===== src/rtl/mc_ctrl_pkg.sv =====
// Shared encodings for the multicycle ARMv4 control sequencer:
// FSM states, ALU opcodes, mux select codes, instruction classes and
// data-processing command codes, plus the command decode helpers.
package mc_ctrl_pkg;

  typedef enum logic [3:0] {
    S_FETCH,
    S_DECODE,
    S_MEMADR,
    S_MEMRD,
    S_MEMWB,
    S_MEMWR,
    S_EXECR,
    S_EXECI,
    S_ALUWB,
    S_BRANCH
  } state_t;

  localparam logic [3:0] ALU_ADD = 4'b0000;
  localparam logic [3:0] ALU_SUB = 4'b0001;
  localparam logic [3:0] ALU_AND = 4'b0010;
  localparam logic [3:0] ALU_ORR = 4'b0011;

  localparam logic [1:0] RES_ALUOUT = 2'b00;
  localparam logic [1:0] RES_RDATA  = 2'b01;
  localparam logic [1:0] RES_ALU    = 2'b10;

  localparam logic [1:0] SRCB_REG = 2'b00;
  localparam logic [1:0] SRCB_IMM = 2'b01;
  localparam logic [1:0] SRCB_4   = 2'b10;

  localparam logic [1:0] OP_DP  = 2'b00;
  localparam logic [1:0] OP_MEM = 2'b01;
  localparam logic [1:0] OP_BR  = 2'b10;
  localparam logic [1:0] OP_ILL = 2'b11;

  localparam logic [3:0] CMD_AND = 4'b0000;
  localparam logic [3:0] CMD_SUB = 4'b0010;
  localparam logic [3:0] CMD_ADD = 4'b0100;
  localparam logic [3:0] CMD_CMP = 4'b1010;
  localparam logic [3:0] CMD_ORR = 4'b1100;

  // True for the data-processing commands this datapath implements.
  function automatic logic cmd_legal(input logic [3:0] cmd);
    return (cmd == CMD_AND) || (cmd == CMD_SUB) || (cmd == CMD_ADD) ||
           (cmd == CMD_CMP) || (cmd == CMD_ORR);
  endfunction

  // Maps a command to its ALU opcode; CMP is a subtract whose result is dropped.
  function automatic logic [3:0] cmd_to_alu(input logic [3:0] cmd);
    case (cmd)
      CMD_SUB, CMD_CMP: return ALU_SUB;
      CMD_AND:          return ALU_AND;
      CMD_ORR:          return ALU_ORR;
      default:          return ALU_ADD;
    endcase
  endfunction

endpackage


===== src/rtl/multicycle_ctrl_fsm_cond_check.sv =====
// Condition-field evaluator: combines the 4-bit ARM condition code with
// the stored NZCV flags. 1110 (AL) is always true; 1111 is treated as never.
module cond_check
  import mc_ctrl_pkg::*;
(
  input  logic [3:0] cond_i,
  input  logic [3:0] flags_i,
  output logic       cond_ex_o
);

  logic n, z, c, v;
  assign {n, z, c, v} = flags_i;

  // Condition table lookup.
  always_comb begin
    cond_ex_o = 1'b0;
    case (cond_i)
      4'b0000: cond_ex_o = z;
      4'b0001: cond_ex_o = ~z;
      4'b0010: cond_ex_o = c;
      4'b0011: cond_ex_o = ~c;
      4'b0100: cond_ex_o = n;
      4'b0101: cond_ex_o = ~n;
      4'b0110: cond_ex_o = v;
      4'b0111: cond_ex_o = ~v;
      4'b1000: cond_ex_o = c & ~z;
      4'b1001: cond_ex_o = ~c | z;
      4'b1010: cond_ex_o = ~(n ^ v);
      4'b1011: cond_ex_o = n ^ v;
      4'b1100: cond_ex_o = ~z & ~(n ^ v);
      4'b1101: cond_ex_o = z | (n ^ v);
      4'b1110: cond_ex_o = 1'b1;
      default: cond_ex_o = 1'b0;
    endcase
  end

endmodule


===== src/rtl/multicycle_ctrl_fsm.sv =====
// Multicycle ARMv4 control sequencer: Moore FSM stepping fetch/decode/
// execute/writeback, NZCV flags register and every datapath select/enable.
// Optional build macro MC_MEM_WAIT_EN: FETCH, MEMRD and MEMWR stall while
// mem_ready is low; without it mem_ready is ignored.
// All outputs are forced to 0 while the asynchronous reset is low.
module multicycle_ctrl_fsm (
  input  logic        clk,
  input  logic        reset,
  input  logic [19:0] Instr,
  input  logic [3:0]  ALUFlags,
  input  logic        mem_ready,
  output logic        PCWrite,
  output logic        AdrSrc,
  output logic        MemWrite,
  output logic        IRWrite,
  output logic        RegWrite,
  output logic [1:0]  ResultSrc,
  output logic        ALUSrcA,
  output logic [1:0]  ALUSrcB,
  output logic [3:0]  ALUControl,
  output logic [1:0]  ImmSrc,
  output logic [1:0]  RegSrc,
  output logic        instr_done,
  output logic        illegal_instr
);
  import mc_ctrl_pkg::*;

  state_t      state_q, state_d;
  logic [3:0]  flags_q, flags_d;

  logic [3:0]  cond;
  logic [1:0]  op;
  logic [5:0]  funct;
  logic [3:0]  cmd;
  logic [3:0]  rd;
  logic        cond_ex;
  logic        illegal;
  logic        is_cmp;
  logic        mem_ok;
  logic [3:0]  unused_rn;

  assign cond      = Instr[19:16];
  assign op        = Instr[15:14];
  assign funct     = Instr[13:8];
  assign rd        = Instr[3:0];
  assign unused_rn = Instr[7:4];
  assign cmd       = funct[4:1];
  assign is_cmp    = (cmd == CMD_CMP);
  assign illegal   = (op == OP_ILL) || ((op == OP_DP) && !cmd_legal(cmd));

`ifdef MC_MEM_WAIT_EN
  assign mem_ok = mem_ready;
`else
  logic unused_mem_ready;
  assign unused_mem_ready = mem_ready;
  assign mem_ok = 1'b1;
`endif

  cond_check u_cond_check (
    .cond_i    (cond),
    .flags_i   (flags_q),
    .cond_ex_o (cond_ex)
  );

  // State and flags registers; reset abandons any instruction in flight.
  always_ff @(posedge clk or negedge reset) begin
    if (!reset) begin
      state_q <= S_FETCH;
      flags_q <= 4'b0000;
    end else begin
      state_q <= state_d;
      flags_q <= flags_d;
    end
  end

  // Next-state, flags update and Moore output decode, gated off during reset.
  always_comb begin
    state_d       = state_q;
    flags_d       = flags_q;
    PCWrite       = 1'b0;
    AdrSrc        = 1'b0;
    MemWrite      = 1'b0;
    IRWrite       = 1'b0;
    RegWrite      = 1'b0;
    ResultSrc     = RES_ALUOUT;
    ALUSrcA       = 1'b0;
    ALUSrcB       = SRCB_REG;
    ALUControl    = ALU_ADD;
    ImmSrc        = op;
    RegSrc        = {(op == OP_MEM) && !funct[0], op == OP_BR};
    instr_done    = 1'b0;
    illegal_instr = 1'b0;

    case (state_q)
      S_FETCH: begin
        ALUSrcA   = 1'b1;
        ALUSrcB   = SRCB_4;
        ResultSrc = RES_ALU;
        if (mem_ok) begin
          IRWrite = 1'b1;
          PCWrite = 1'b1;
          state_d = S_DECODE;
        end
      end
      S_DECODE: begin
        ALUSrcA   = 1'b1;
        ALUSrcB   = SRCB_4;
        ResultSrc = RES_ALU;
        if (illegal || !cond_ex) begin
          instr_done    = 1'b1;
          illegal_instr = illegal;
          state_d       = S_FETCH;
        end else if (op == OP_MEM) begin
          state_d = S_MEMADR;
        end else if (op == OP_BR) begin
          state_d = S_BRANCH;
        end else begin
          state_d = funct[5] ? S_EXECI : S_EXECR;
        end
      end
      S_MEMADR: begin
        ALUSrcB = SRCB_IMM;
        state_d = funct[0] ? S_MEMRD : S_MEMWR;
      end
      S_MEMRD: begin
        AdrSrc = 1'b1;
        if (mem_ok) state_d = S_MEMWB;
      end
      S_MEMWB: begin
        ResultSrc  = RES_RDATA;
        RegWrite   = 1'b1;
        PCWrite    = (rd == 4'd15);
        instr_done = 1'b1;
        state_d    = S_FETCH;
      end
      S_MEMWR: begin
        AdrSrc   = 1'b1;
        MemWrite = 1'b1;
        if (mem_ok) begin
          instr_done = 1'b1;
          state_d    = S_FETCH;
        end
      end
      S_EXECR, S_EXECI: begin
        ALUSrcB    = (state_q == S_EXECI) ? SRCB_IMM : SRCB_REG;
        ALUControl = cmd_to_alu(cmd);
        if (funct[0] || is_cmp) flags_d = ALUFlags;
        if (is_cmp) begin
          instr_done = 1'b1;
          state_d    = S_FETCH;
        end else begin
          state_d = S_ALUWB;
        end
      end
      S_ALUWB: begin
        ResultSrc  = RES_ALUOUT;
        RegWrite   = 1'b1;
        PCWrite    = (rd == 4'd15);
        instr_done = 1'b1;
        state_d    = S_FETCH;
      end
      S_BRANCH: begin
        ALUSrcB    = SRCB_IMM;
        ResultSrc  = RES_ALU;
        PCWrite    = 1'b1;
        instr_done = 1'b1;
        state_d    = S_FETCH;
      end
      default: state_d = S_FETCH;
    endcase

    if (!reset) begin
      PCWrite       = 1'b0;
      AdrSrc        = 1'b0;
      MemWrite      = 1'b0;
      IRWrite       = 1'b0;
      RegWrite      = 1'b0;
      ResultSrc     = 2'b00;
      ALUSrcA       = 1'b0;
      ALUSrcB       = 2'b00;
      ALUControl    = 4'b0000;
      ImmSrc        = 2'b00;
      RegSrc        = 2'b00;
      instr_done    = 1'b0;
      illegal_instr = 1'b0;
    end
  end

endmodule


===== config.mk =====
export PLATFORM = sky130hd
export DESIGN_NAME = multicycle_ctrl_fsm
export DESIGN_NICKNAME = d
export VERILOG_FILES = /design/src/rtl/mc_ctrl_pkg.sv /design/src/rtl/multicycle_ctrl_fsm_cond_check.sv /design/src/rtl/multicycle_ctrl_fsm.sv
export SDC_FILE = /design/constraint.sdc
export NUM_CORES = 1
export LEC_CHECK = 0
export BUFFER_PORTS_ARGS = -buffer_cell sky130_fd_sc_hd__buf_2
export CELL_PAD_IN_SITES_DETAIL_PLACEMENT = 0
export CELL_PAD_IN_SITES_GLOBAL_PLACEMENT = 1
export CORE_MARGIN = 3
export CORE_UTILIZATION = 29
export CTS_CLUSTER_DIAMETER = 80
export DETAILED_ROUTE_END_ITERATION = 12
export HOLD_SLACK_MARGIN = 0.1
export PLACE_DENSITY_LB_ADDON = 0.05
export SLEW_MARGIN = 20
export SYNTH_ARGS = -nofsm -noshare
export SYNTH_HDL_FRONTEND = slang
export SYNTH_SLANG_ARGS = --single-unit

===== constraint.sdc =====
create_clock -name clk -period 1.39 [get_ports clk]
set_clock_uncertainty 0.1 [all_clocks]
set_input_delay 0.0695 -clock clk [delete_from_list [all_inputs] [get_ports clk]]
set_output_delay 0.0695 -clock clk [all_outputs]
set_load 0.05 [all_outputs]

# == Yosys cells after proc, flatten, opt, wreduce, memory -nomap -nowiden ==
# Index checks and enable logic that the tools add are counted.
# totals
memories,0
out_inout_bits,20
elab_cells,106
regBits,8
latchBits,0
input_bits,27
mem_bits_rw,0
romBits,0
# classes
n_addsub,0
multipliers,0
shifts,0
n_reduce_logical,26
mux,37
bitwise,10
magnitude_cmp,0
div_mod_pow,0
n_eq_ne,31
# ops
op,count
4-bit == test (second input constant),12
4-bit by 3-bit == test with 1-bit output (second input constant),9
4-bit by 2-bit == test with 1-bit output (second input constant),5
4-bit two-way mux,5
4-bit one-hot mux with 5 select lines,1
1-bit two-way mux,19
1-bit one-hot mux with 15 select lines,1
2-bit OR reduction,7
4-bit zero test,3
2-bit one-hot mux with 3 select lines,2
2-bit two-way mux,5
4-bit by 1-bit == test with 1-bit output (second input constant),2
1-bit logical OR,7
1-bit NOT,5
2-bit == test (second input constant),2
2-bit one-hot mux with 2 select lines,1
4-bit OR reduction,1
1-bit zero test,3
3-bit two-way mux,1
1-bit one-hot mux with 3 select lines,1
3-bit OR reduction,1
1-bit AND,2
2-bit by 1-bit == test with 1-bit output (second input constant),1
1-bit logical AND,2
other kinds (5),6

# == Depth between registers and ports, before layout ==
# logic_depth
word_depth,12
depth_mapped,7
mapped_depth_nobuf,7

# == Cells and area by module ==
# Synthesis repeated with hierarchy kept, for this count alone.
# unflattened
cells_unflattened,113
area_unflattened_um2,962.2
# by_module_without_submodules
mod,cells_each,n_inst,seq_area_each_um2,area_each_um2
multicycle_ctrl_fsm,85,1,200.2,768.2
cond_check,28,1,0.0,193.9

# == Worst setup path after synthesis ==
# OpenSTA, ideal clock, no wires.
# synth_timing
path_type,flip-flop to output port
start,reg state_q[0]
end,out illegal_instr
path_buffers,1
t_required_ps,1221
slack_ps,-1337
path_stages_with_launch,5
t_arrival_ps,2557
path_cell_list,dfrtp_1 > clkbuf_2 > inv_1 > or3_1 > nor4b_1
# synth_via
elab_chain_len,3
# synth_rtl
item,line_no,source
"start, declared",multicycle_ctrl_fsm.sv:28,"state_t state_q, state_d;"
"start signal, assigned",multicycle_ctrl_fsm.sv:71,state_q <= state_d;
4-bit by 1-bit == test with 1-bit output,multicycle_ctrl_fsm.sv:94,case (state_q)
1-bit two-way mux,multicycle_ctrl_fsm.sv:94,
1-bit two-way mux,multicycle_ctrl_fsm.sv:172,if (!reset) begin
"end, declared",multicycle_ctrl_fsm.sv:24,output logic illegal_instr
# No other way between the ends.

# == Worst setup path in the final report ==
# layout_timing
start,reg flags_q[0]
end,out instr_done
# layout_via
elab_chain_len,9
elab_cells_between_ends,11
classes_between,mux (4); bitwise (5); reduce/logical (2)
# layout_rtl
item,line_no,source
"start, declared",multicycle_ctrl_fsm.sv:29,"logic [3:0] flags_q, flags_d;"
"start signal, assigned",multicycle_ctrl_fsm.sv:72,flags_q <= flags_d;
1-bit bitwise XOR,-,
1-bit NOT,"multicycle_ctrl_fsm_cond_check.sv:28, multicycle_ctrl_fsm_cond_check.sv:30",
1-bit AND,multicycle_ctrl_fsm_cond_check.sv:30,4'b1100: cond_ex_o = ~z & ~(n ^ v);
1-bit one-hot mux with 15 select lines *,multicycle_ctrl_fsm_cond_check.sv:17,case (cond_i)
1-bit zero test *,multicycle_ctrl_fsm.sv:109,if (illegal || !cond_ex) begin
1-bit logical OR *,multicycle_ctrl_fsm.sv:109,
1-bit two-way mux *,multicycle_ctrl_fsm.sv:109,
1-bit one-hot mux with 3 select lines *,multicycle_ctrl_fsm.sv:94,
1-bit two-way mux *,multicycle_ctrl_fsm.sv:172,
"end, declared",multicycle_ctrl_fsm.sv:23,"output logic instr_done,"
# Mark *: on every way between the ends. The rest lies on a longest branch, timed or not.

==> impl_results.md <==
- Grt ovf: 0
- Crit start category: register
- H-tree depth: 1
- Area growth syn-to-layout: 115.7%
- CP max FO: 3
- Cell area after layout: 2197 um^2
- CP max stage cell: dfrtp_1
- Ys Warns: 0
- Setup tns final: -6433 ps
- Die X: 65.26 um
- Worst-Skew Late Latency: between 200 and 300 ps
- Final Hold Vio Count: 0
- Unrepaired setup endpoints after global routing: yes
- Overall via count from detail_route: 1370
- Post-synth top area share: 0.1966
- FF+latch count, synth: 8
- Total wire length: 3790 um
- Mapped Area: 1018 um^2
- Final Critical Period: just under 2000 ps
- Power per standard cell area: ~1600 nW/um^2
- Number of global-route vias before repair: between 1000 and 1500
- Ys flop type: dfrtp_1
- Initial Utilization: 0.3180
- DPL Wire Length: about 2900 um
- CTS root buffer: clkbuf_4
- Hold_sp: Instr[8]
- Post-Syn Instances: about 130
- Drt via density: 4.964
- Cell taking the most area after synthesis: dfrtp_1
- Ant diodes: 0
- Max-cap violations: 0
- Number of buffers created by CTS: 3
- Yosys cell types: 48
- Fmax: just over 500 MHz
- Die Footprint: approximately 4300 um^2
- Residual DRC count: 0
- Outcome: complete, but fails checks
- Clock tree buffer depth: 2
- Initial DRT Pass Iterations: 4
- Post-synthesis area per instance: about 7.7 um^2
- CTS tree: built
- Buffers on Ports: 39
- Worst-path clk slew: 60 ps
- Fraction of layout cells with a size suffix above 1: 0.6336
- Cells along the critical path: xor2_1 -> o311a_1 -> o21a_1 -> nor2b_1 -> a22o_4 -> buf_6
- Site row count: 20
- CP delay by family, top: compound AO/OA/AOI/OAI gates
- EDFF count, synth: 0
- Pwr Total: roughly 3.6 mW
- Critical R2R Launch: flags_q[1]
- Sequential area share after synthesis: 0.1966
- Synth top area cells: dfrtp_1 (20%), mux2_2 (6.6%), ha_1 (6.1%), nor2_1 (5.5%), nand2_1 (4.1%)
- Post-DP Area: 1724 um^2
- Flip-flop and latch area: ~200 um^2
- Nets: roughly 270
- Buf/Inv on CP: 1
- Area of the core: 3203 um^2
- Crit Path Class: reg -> out
- Worst EP required: 1220 ps
- Fin worst setup slack: -587.7 ps
- I/O pin total: between 40 and 50
- Pin count of the biggest net entering global routing: 8
- Critical path origin: flags_q[0]
- Initial DRC count: 64
- Leak: 1.004 nW
- Fin crit share: 1.423
- Worst setup EP type: output pin
- Wirelength per Cell: approximately 14 um
- Wire length of the first global-routing pass: between 6000 and 7000 um
- Most frequent cells in the layout: buf_4 (41), buf_6 (28), buf_2 (25), nand2_1 (11), nor2_1 (8)
- Failing checks: setup timing
- Share of async-settable or async-resettable flops after synthesis: 1.000
- Antenna-violating nets left: 0
- Final GP Congestion: around 0.87
- Initial antenna violation count: 0
- Max rail drop VDD: 0.6678 mV
- Fill cell count: between 200 and 300
- CP max stage delay: about 400 ps
- Most common cell after layout, fill and taps aside: buf_4
- Final number of max-transition violations: 0
- CTS Sinks: 8
- Die Y: around 65 um
- Worst min path class: in -> reg
- Total GRT Usage: 0.1834
- Area of the multi-input gates: between 900 and 1000 um^2
- Setup-failing EPs final: 22
- CP arrival: around 1800 ps
[flip-flops by register name (all words and copies together), names as in the netlist]
signal / cells
flags_q: 4
state_q: 4
[report_power, final]
group,total [mW],internal (mW),switching (mW)
logic,2.91,1.47,1.44
clock network,0.177,0.0988,0.0781
registers,0.480,0.341,0.139
[synthesized netlist by cell type (5+ instances only)]
cell type / number
a21oi_1: 7
dfrtp_1: 8
ha_1: 5
inv_1: 5
mux2_2: 6
nand2_1: 11
nor2_1: 15
nor3_1: 8
or3_1: 5
[area by class of cell]
| cell class | count | area share |
|---|---|---|
| tap | 44 | 0.02506 |
| multi-input combinational | 110 | 0.4544 |
| inverter | 5 | 0.008542 |
| timing repair buffer | 106 | 0.4089 |
| sequential | 8 | 0.09282 |
| clock buffer | 3 | 0.01025 |
[final timing paths]
check	depth (start not counted)	to	slack (ps)
max in group asynchronous	4	state_q[3]	680
worst max-delay path	6	instr_done	-590
worst min-delay path	4	state_q[2]	120
min in group asynchronous	3	flags_q[0]	200
worst min register to register	1	flags_q[0]	490
worst max register to register	7	state_q[0]	-330
[stage by stage]
| step | utilization | setup WS [ps] | cells | hold slack (ps) |
|---|---|---|---|---|
| 6_report | 0.6859 | -587.7 | 276 | 119.6 |
| 5_1_grt | 0.6859 | -636.5 | 276 | 163.1 |
| 4_1_cts | 0.6652 | -566.2 | 274 | 116.5 |
| 3_5_place_dp | 0.5383 | -373.2 | 254 | -97.28 |
| 3_3_place_gp | 0.5383 | -390.7 | 254 | -103.5 |
| 2_1_floorplan | - | -374.2 | 133 | -326.1 |
[cells by family after synthesis]
kind of cell | synth area share
other | 0.003682
AND/OR/NAND/NOR | 0.3563
AO/OA/AOI/OAI | 0.1732
multiplexers | 0.08599
buffers and inverters | 0.07984
XOR/XNOR | 0.04301
flip-flops | 0.1966
adder cells (fa/ha/maj) | 0.06143
[worst min-delay path, cell delays in order]
cell and delay (ps):
buf_2 110, a21oi_1 80, a21oi_2 120, o21ai_2 60
[what timing repair did]
item                                    CTS  global route
hold endpoints to repair                 13             0
buffers inserted                         11             2
hold buffers                              7             0
endpoints found under the setup margin   22            22
pin swaps                                12             6
resized for setup                        63            13
[metal layers]
layer	GRT usage	share of wire
met3	0.01880	0.047
met5	0	0
met1	0.2206	0.40
met2	0.3401	0.54
met4	0.05440	0.013
No activity file was read; power rests on OpenSTA's default activity.
